**src/rtl/bin2bcd_pkg.sv**
```systemverilog
// bin2bcd_pkg: shared state type and constants for the bin2bcd_seq converter
package bin2bcd_pkg;
    typedef enum logic [1:0] {IDLE, OP, DONE} state_t;
    localparam int BCD_DIGITS = 4;
    localparam int BCD_MAX = 9999;
    localparam int CNT_W = 4;
endpackage

```
**src/rtl/bin2bcd_seq_adj.sv**
```systemverilog
// bcd_digit_adj: double-dabble digit correction, adds 3 to any digit above 4
module bcd_digit_adj (
    input  logic [3:0] d,
    output logic [3:0] q
);
    always_comb q = (d > 4'd4) ? d + 4'd3 : d;
endmodule

```
**src/rtl/bin2bcd_seq.sv**
```systemverilog
// bin2bcd_seq: sequential double-dabble binary to BCD; BIN2BCD_SAT_EN clamps inputs above 9999
module bin2bcd_seq
    import bin2bcd_pkg::*;
#(
    parameter int BIN_W  = 14,
    parameter int DIGITS = BCD_DIGITS
) (
    input  logic             clk,
    input  logic             reset,
    input  logic             start,
    input  logic [BIN_W-1:0] bin,
    output logic             ready,
    output logic             done_tick,
    output logic [3:0]       bcd3,
    output logic [3:0]       bcd2,
    output logic [3:0]       bcd1,
    output logic [3:0]       bcd0,
    output logic             overflow
);
    state_t              state;
    logic [BIN_W-1:0]    shift_reg;
    logic [BIN_W-1:0]    bin_load;
    logic [4*DIGITS-1:0] bcd_work;
    logic [4*DIGITS-1:0] bcd_adj;
    logic [CNT_W-1:0]    cnt;
    logic                ovf_work;
    logic                ovf_load;

    for (genvar i = 0; i < DIGITS; i++) begin : g_adj
        bcd_digit_adj u_adj (.d(bcd_work[4*i +: 4]), .q(bcd_adj[4*i +: 4]));
    end

`ifdef BIN2BCD_SAT_EN
    assign ovf_load = bin > BIN_W'(BCD_MAX);
    assign bin_load = ovf_load ? BIN_W'(BCD_MAX) : bin;
`else
    assign ovf_load = 1'b0;
    assign bin_load = bin;
`endif

    assign ready = (state == IDLE);

    always_ff @(posedge clk or posedge reset) begin
        if (reset) begin
            state     <= IDLE;
            shift_reg <= '0;
            bcd_work  <= '0;
            cnt       <= '0;
            ovf_work  <= 1'b0;
            done_tick <= 1'b0;
            bcd3      <= '0;
            bcd2      <= '0;
            bcd1      <= '0;
            bcd0      <= '0;
            overflow  <= 1'b0;
        end else begin
            done_tick <= 1'b0;
            case (state)
                IDLE: if (start) begin
                    shift_reg <= bin_load;
                    ovf_work  <= ovf_load;
                    bcd_work  <= '0;
                    cnt       <= CNT_W'(BIN_W);
                    state     <= OP;
                end
                OP: if (cnt == '0) begin
                    state     <= DONE;
                    done_tick <= 1'b1;
                end else begin
                    // top digit's carry-out falls off, giving mod 10000 for large inputs
                    bcd_work  <= {bcd_adj[4*DIGITS-2:0], shift_reg[BIN_W-1]};
                    shift_reg <= shift_reg << 1;
                    cnt       <= cnt - 1'b1;
                end
                DONE: begin
                    {bcd3, bcd2, bcd1, bcd0} <= bcd_work[15:0];
                    overflow <= ovf_work;
                    state    <= IDLE;
                end
                default: state <= IDLE;
            endcase
        end
    end
endmodule

```
**config.mk**
```make
export PLATFORM = sky130hd
export DESIGN_NAME = bin2bcd_seq
export DESIGN_NICKNAME = d
export VERILOG_FILES = /design/src/rtl/bin2bcd_pkg.sv /design/src/rtl/bin2bcd_seq_adj.sv /design/src/rtl/bin2bcd_seq.sv
export SDC_FILE = /design/constraint.sdc
export NUM_CORES = 1
export LEC_CHECK = 0
export ABC_AREA = 1
export CAP_MARGIN = 20
export CORE_MARGIN = 10
export CORE_UTILIZATION = 40
export CTS_CLUSTER_DIAMETER = 30
export CTS_CLUSTER_SIZE = 25
export DETAILED_ROUTE_END_ITERATION = 8
export GPL_TIMING_DRIVEN = 0
export PLACE_DENSITY_LB_ADDON = 0.12
export SYNTH_ARGS = -nofsm -noshare
export SYNTH_HDL_FRONTEND = slang
export SYNTH_SLANG_ARGS = --single-unit
export TNS_END_PERCENT = 1
```
**constraint.sdc**
```tcl
create_clock -name clk -period 4.1 [get_ports clk]
set_input_delay 0.82 -clock clk [delete_from_list [all_inputs] [get_ports clk]]
set_output_delay 0.82 -clock clk [all_outputs]
set_load 0.005 [all_outputs]
```
# After elaboration in Yosys (flattened, before gate mapping)
# Index checks and enable logic that the tools add are counted.
# totals
ff_bits	53
inputBits	17
out_inout_bits	19
# classes
n_addsub	5
magnitude_cmp	4
eq_ne	5
muxes	18
n_reduce_logical	5
# ops
operator	n
16-bit two-way mux	2
16-bit case mux with 2 select lines	1
14-bit two-way mux	2
14-bit case mux with 2 select lines	1
4-bit two-way mux	5
4-bit by 3-bit > comparator with 1-bit output (second input constant)	4
4-bit by 2-bit adder with 4-bit output (second input constant)	3
4-bit case mux with 2 select lines	1
2-bit inequality test (second input constant)	3
4-bit logical NOT	1
2-bit two-way mux	2
2-bit case mux with 2 select lines	1
4-bit by 1-bit subtractor with 4-bit output (second input constant)	1
3-bit by 2-bit adder with 3-bit output (second input constant)	1
3-bit two-way mux	1
3-bit AND reduction	1
2-bit by 1-bit == test with 1-bit output (second input constant)	1
2-bit == test (second input constant)	1
2-bit logical NOT	1
1-bit two-way mux	2
2-bit AND reduction	1
2-bit nonzero test	1

# Depth between registers and ports, before layout
# Gate-level depths: netlist of run 1.
# depth
word_depth	4
ltp_mapped	9

# By module
# From an unflattened synthesis of run 1, not the netlist that was laid out.
# hier_totals
hier_cells	386
hier_area_um2	2947.8
# by_module_without_submodules
module	n_inst	cells_each	area_per_inst_um2	seq_area_each_um2
bin2bcd_seq	1	270	2412.3	1326.3
bcd_digit_adj	4	29	133.9	0.0

# Least setup slack after synthesis of run 1
# No wires, ideal clock.
# synth_path
kind	reg2out
start	register state[1]
end	output port ready
t_arrival_ps	583
path_slack_ps	2697
path_stages_with_launch	2
path_buffers	0
path_cell_list	dfrtp_1 > nor2_2
# synth_via
elab_chain_cells	1
# synth_lines
element	line_no	rtl
from (decl)	bin2bcd_seq.sv:20	state_t state;
from (signal assigned)	bin2bcd_seq.sv:45	state <= IDLE;
from (signal assigned)	bin2bcd_seq.sv:64	state <= OP;
from (signal assigned)	bin2bcd_seq.sv:67	state <= DONE;
2-bit logical NOT	bin2bcd_seq.sv:41	assign ready = (state == IDLE);
to (decl)	bin2bcd_seq.sv:12	output logic ready,
# Every way passes these cells.

# Final worst setup path of run 1
# Same ends and word-level chain as after synthesis.

==> reports/results.tsv, run 1 <==
metric	value	unit
status	finished clean	
Post-Syn Area	2654	um2
initial antenna violation count	0	
Die X	101.5	um
ANT cells	0	
maxcap violations	0	
CP top delay family	buffers and inverters	
H-tree Lvls	2	
largest net degree at the start of global routing	28	
max reg flops	16	
Critical-path top delay cell	clkdlybuf4s50_1	
total gr overflow	0	
Fmax	439.2	MHz
reg-to-reg startpoint	cnt[0]	
clk root buf	clkbuf_8	
PD cells	809.5	nW/um2
final cell count without fillers	448	
Worst-path clk slew	0.09	ns
RePlAce Congestion	0.8056	
Worst path depth	2	
Hold Path Stages	2	
Post-Syn Nets	350	
synthesized instance count	328	
simple-gate share of the synthesized area	25.04	%
yosys warns	0	
die footprint	10290	um2
period utilisation layout	55.54	%
first-pass GRT wire length	9.694	mm
DR vias	2163	
maximum VDD drop	0.0003199	V
number of synthesized register bits	53	
Die Y	101.5	um
Setup Viol. Count Final	0	
Inst Count DP	440	
all-layer global routing usage	11.23	%
crit path max fanout	3	
setup TNS	0	ns
slew margin rel.	60.20	%
Tmin final	2.277	ns
drt wl/cell	12.22	um
Hold WC Path Type	reg -> reg	
mux cell area share after synthesis	0.4243	%
Final Max Slew Viols	0	
Synth area leaders	dfrtp_1, nand2_1, o21ai_0, nand3_1, inv_1	
clk sinks	53	
Initial Util	41.56	%
Critical Path RT	3.28	ns
largest area contributor in the netlist	dfrtp_1	
share of the synthesized area in the top cell type	49.98	%
IO Port Bufs	34	
Worst Skew	0.006137	ns
Post-DP HPWL	4.014	mm
CP bufs+invs	1	
TritonCTS clock tree	yes	
Reg2Reg Depth	7	
Via-to-Cell Ratio	4.828	
synthesized-area fraction occupied by adder cells	2.357	%
fin area	3227	um2
CP Cell Sequence	nor2_2, clkdlybuf4s50_1	
Rows	29	
Post CTS Setup Buffer Count	0	
Total Nets Final	392	
endpoint class of the critical path	output pin	
Static Leak	0.001621	uW
Post-DRT Antenna Nets	0	
share of cells above drive strength 1	10.78	%
post-synthesis xor/xnor area fraction	0	%
fillers	661	
Synth Area in Compound Gates	11.36	%
register area share after synthesis	49.98	%
post-synth cell types	23	
WP data arrival	1.46	ns
crit start category	register	
final hold slack	0.4867	ns
Mapped Avg Cell Area	8.091	um2
Worst Setup SP	state[1]	
HP Start	bcd1[2]	
Routed WL	5.473	mm
1st-iter DRT viols	79	
synthesis-to-layout area growth	21.59	%
main combinational cell family by area after synthesis	simple AND/OR/NAND/NOR gates	
post-CTS sizing	0	
crit-path max cell delay	0.54	ns
Cell Area, Placed	3110	um2
unrepaired setup endpoints after global routing	false	
CTS Hold Buffers Added	0	
CP Class	reg -> out	
IO Count	36	
DRC	0	
Max clock buf depth	2	
Final Hold Viols	0	
clock insertion delay at the later pin of the skew report	0.31	ns
Slew @ Worst Pin	0.5962	ns
cts bufs inserted	5	
core box area	6386	um2
Pre-antenna DRT Iters	4	
number of global-route vias before repair	2194	
## worst register-to-register path, stage by stage, from the launching register on
cell and delay [ns]:
dfrtp_1 0.37, inv_1 0.12, ha_1 0.23, nand3_2 0.14, nand2_4 0.13, buf_2 0.24
nand3_1 0.09, o21ai_0 0.08
## report_power, final
| part | switching [uW] | total, uW | internal (uW) |
|---|---|---|---|
| clock network | 175 | 374 | 199 |
| logic | 755 | 1340 | 584 |
| registers | 133 | 899 | 766 |
| total | 1060 | 2610 | 1550 |
## through the flow
stage | setup slack [ns] | utilization [%] | power [uW]
after floorplan | 1.994 | - | 1860
after global placement | 0.9134 | 48.39 | 2248
after detailed placement | 2.119 | 48.71 | 2275
after CTS | 1.794 | 50.53 | 2657
after global routing | 1.733 | 50.53 | 2906
final | 1.823 | 50.53 | 2612
## worst paths after layout
check	end	slack (ns)
hold / removal	bcd1[2]	0.49
setup / recovery	ready	1.82
setup reg to reg	bcd_work[7]	2.63
hold reg to reg	bcd1[2]	0.49
min in group asynchronous	bcd3[2]	0.90
max in group asynchronous	bcd_work[11]	2.64
## cells in the mapped netlist
cell type,number
nand2_8,1
conb_1,1
clkbuf_1,1
dfrtp_1,53
inv_1,42
buf_8,1
nand3_1,33
nand2_1,104
buf_4,2
mux2_2,1
ha_1,5
nand2_2,1
nor2_2,2
nand2_4,2
nand3_2,1
nor2_1,10
buf_6,5
buf_2,5
inv_2,3
o21ai_2,7
a21oi_1,2
o21ai_0,34
o21ai_1,12
## final cells by class
class	count	area, um2	share of cell area (%)
clock buffer	7	86.33	2.675
inverter	45	168.9	5.235
clock inverter	1	30.03	0.9306
sequential	53	1326	41.10
tap	77	96.34	2.986
buffer	14	115.1	3.567
timing repair buffer	35	360.3	11.17
multi-input combinational	216	1044	32.34
## cell families (layout without fill, tap and decap cells)
group / count (synthesis) / in the layout
flip-flops: 53 / 53
AO/OA/AOI/OAI: 55 / 55
adder cells (fa/ha/maj): 5 / 5
buffers and inverters: 59 / 102
AND/OR/NAND/NOR: 154 / 154
other: 1 / 1
multiplexers: 1 / 1
## cells in the final DEF, fill, tap and decap left out
master             n
conb_1             1
nand3_2            1
buf_4              2
clkdlybuf4s50_1   34
mux2_2             1
inv_1             41
buf_6              5
nand2_4            2
o21ai_2            7
bufinv_16          1
a21oi_1            2
dfrtp_1           53
nand3_1           33
o21ai_1           12
clkbuf_8           6
clkbuf_1           2
inv_2              4
buf_2              5
ha_1               5
buf_8              1
buf_12             1
nor2_2             2
o21ai_0           34
nand2_2            1
nand2_8            1
nand2_1          104
nor2_1            10
## per-layer routing
layer	track usage [%]	share of wire, %
met2	18.31	45
met4	3.108	1.0
met5	0	0
met3	3.336	5.9
met1	14.09	48
(Power assumes the default switching activity.)
==> run 2: changes to the inputs <==
==> constraint.sdc (replaced) <==
create_clock -name clk -period 1.9 [get_ports clk]
set_input_delay 0.38 -clock clk [delete_from_list [all_inputs] [get_ports clk]]
set_output_delay 0.38 -clock clk [all_outputs]
set_load 0.005 [all_outputs]
==> run 2 against run 1 <==
Against the previous run: final area rose by 0.16%; highest routed layer unchanged; hold slack got worse by 0.029 ns; global-route usage did not move; routed wire length barely moved; count of clock-buffer cells in the layout did not move; total power rose by 120%; core utilization rose by 0.078 points.
==> reports/results.tsv, run 2 (same netlist as run 1, synthesis figures left out) <==
metric	value	unit	change
FF+latch area	1326	um2	unchanged
maxcap violations	0		unchanged
cts bufs inserted	5		unchanged
Cell Area, Placed	3110	um2	unchanged
crit start category	register		unchanged
Pre-antenna DRT Iters	4		unchanged
Die X	101.5	um	unchanged
initial antenna violation count	0		unchanged
Post-DP HPWL	4.014	mm	unchanged
Setup Viol. Count Final	0		unchanged
first-pass GRT wire length	9.694	mm	unchanged
period utilisation layout	94.94	%	
all-layer global routing usage	11.23	%	unchanged
Via-to-Cell Ratio	4.824		was 4.828
commonest non-fill, non-tap cell in the layout	nand2_1		unchanged
clk root buf	clkbuf_8		unchanged
H-tree Lvls	2		unchanged
Critical Path RT	1.52	ns	was 3.28 ns
status	finished clean		unchanged
clk sinks	53		unchanged
IO Count	36		unchanged
Final Max Slew Viols	0		unchanged
largest net degree at the start of global routing	28		unchanged
Critical-path top delay cell	clkdlybuf4s50_1		unchanged
max reg flops	16		unchanged
Max clock buf depth	2		unchanged
TritonCTS clock tree	yes		unchanged
crit path max fanout	3		unchanged
share of cells above drive strength 1	10.78	%	unchanged
DRC	0		unchanged
clock insertion delay at the later pin of the skew report	0.31	ns	about the same
Worst Skew	0.006136	ns	was 0.006137 ns
endpoint class of the critical path	output pin		unchanged
unrepaired setup endpoints after global routing	false		unchanged
CP Cell Sequence	nor2_4, clkdlybuf4s50_1		was nor2_2, clkdlybuf4s50_1
slew margin rel.	60.19	%	was 60.20%
Flop pwr share	34.4	%	about the same
Initial Util	41.56	%	unchanged
RePlAce Congestion	0.8056		unchanged
Worst-path clk slew	0.10	ns	was 0.09 ns
reg-to-reg startpoint	cnt[0]		unchanged
final core occ	50.61	%	was 50.53%
WP data arrival	1.42	ns	was 1.46 ns
synthesis-to-layout area growth	21.78	%	was 21.59%
maximum VDD drop	0.0006929	V	was 0.0003199 V
area of the multi-input gates	1049	um2	was 1044 um2
Worst Setup SP	state[1]		unchanged
Post-DRT Antenna Nets	0		unchanged
Fmax	554.4	MHz	
total gr overflow	0		unchanged
fin area	3232	um2	was 3227 um2
fillers	660		was 661
DR vias	2161		was 2163
Rows	29		unchanged
crit-path max cell delay	0.52	ns	was 0.54 ns
ANT cells	0		unchanged
switching pwr	2301	uW	was 1063 uW
combinational power share	51.2	%	was 51.3%
Total Nets Final	392		unchanged
number of global-route vias before repair	2194		unchanged
Slew @ Worst Pin	0.5963	ns	was 0.5962 ns
CP Class	reg -> out		unchanged
Hold WC Path Type	in -> async		was reg -> reg
core box area	6386	um2	unchanged
CP bufs+invs	1		unchanged
1st-iter DRT viols	79		unchanged
PD cells	1747	nW/um2	was 809.5 nW/um2
CTS Hold Buffers Added	0		unchanged
Tmin final	1.804	ns	
Clk pwr share	14.4	%	was 14.3%
drt wl/cell	12.23	um	was 12.22 um
die footprint	10290	um2	unchanged
internal power	3346	uW	was 1549 uW
Final Hold Viols	0		unchanged
Routed WL	5.478	mm	was 5.473 mm
Net Sw Frac	40.75	%	was 40.69%
IO Port Bufs	34		unchanged
CP top delay family	buffers and inverters		unchanged
Static Leak	0.001622	uW	was 0.001621 uW
most frequent cells in the layout	nand2_1, dfrtp_1, inv_1, o21ai_0, clkdlybuf4s50_1		unchanged
Die Y	101.5	um	unchanged
-- run 2: cell counts in the layout (fill, tap and decap cells not counted) --
No cell type changed its count.
-- run 2: power by group through the flow --
stage               Clock [uW]  Combinational [uW]  Sequential, uW
floorplan                    0                2080            1930
finish                     810                2890            1940
global placement             0                2890            1960
CTS                        834                2960            1940
global route               869                3380            2030
detailed placement           0                2940            1970
-- run 2: area by class of cell --
| class | count | share of cell area [%] |
|---|---|---|
| well taps | 77 | 2.981 |
| clock inverters | 1 | 0.9292 |
| repair buffers | 35 | 11.15 |
| multi-input cells | 216 | 32.44 |
| flip-flops and latches | 53 | 41.04 |
| inverters | 45 | 5.226 |
| plain buffers | 14 | 3.562 |
| clock buffers | 7 | 2.671 |
-- run 2: through the flow --
stage	setup WS [ns]	instances	hold WS (ns)	total power, uW	setup TNS [ns]
after floorplan	0.2338	328	0.4596	4013	0
after global placement	-0.8466	439	0.4657	4851	-44.74
after detailed placement	0.3587	440	0.4719	4910	0
after CTS	0.03382	448	0.4836	5734	0
after global routing	0.02152	448	0.4995	6278	0
final	0.09620	448	0.4573	5646	0
-- run 2: routing by layer --
layer | vias to the layer above | track usage [%] | routed length (um)
met2 | 51 | 18.31 | 2427
met3 | 5 | 3.336 | 324
met1 | 992 | 14.09 | 2667
met5 | - | 0 | 0
met4 | 0 | 3.108 | 57
li1 | 1113 | - | -
-- run 2: what timing repair did --
action | in CTS | in global routing
setup buffers | 0 | 0
resized for setup | 0 | 1
setup endpoints to repair | 0 | 1
-- run 2: final timing paths --
path,cells after the start,slack (ns),to
setup / recovery,2,0.1,ready
hold / removal,2,0.46,bcd3[2]
setup reg to reg,7,0.42,bcd_work[7]
hold reg to reg,2,0.49,bcd1[2]
max in group asynchronous,3,0.88,bcd_work[11]
min in group clk,2,0.49,bcd1[2]
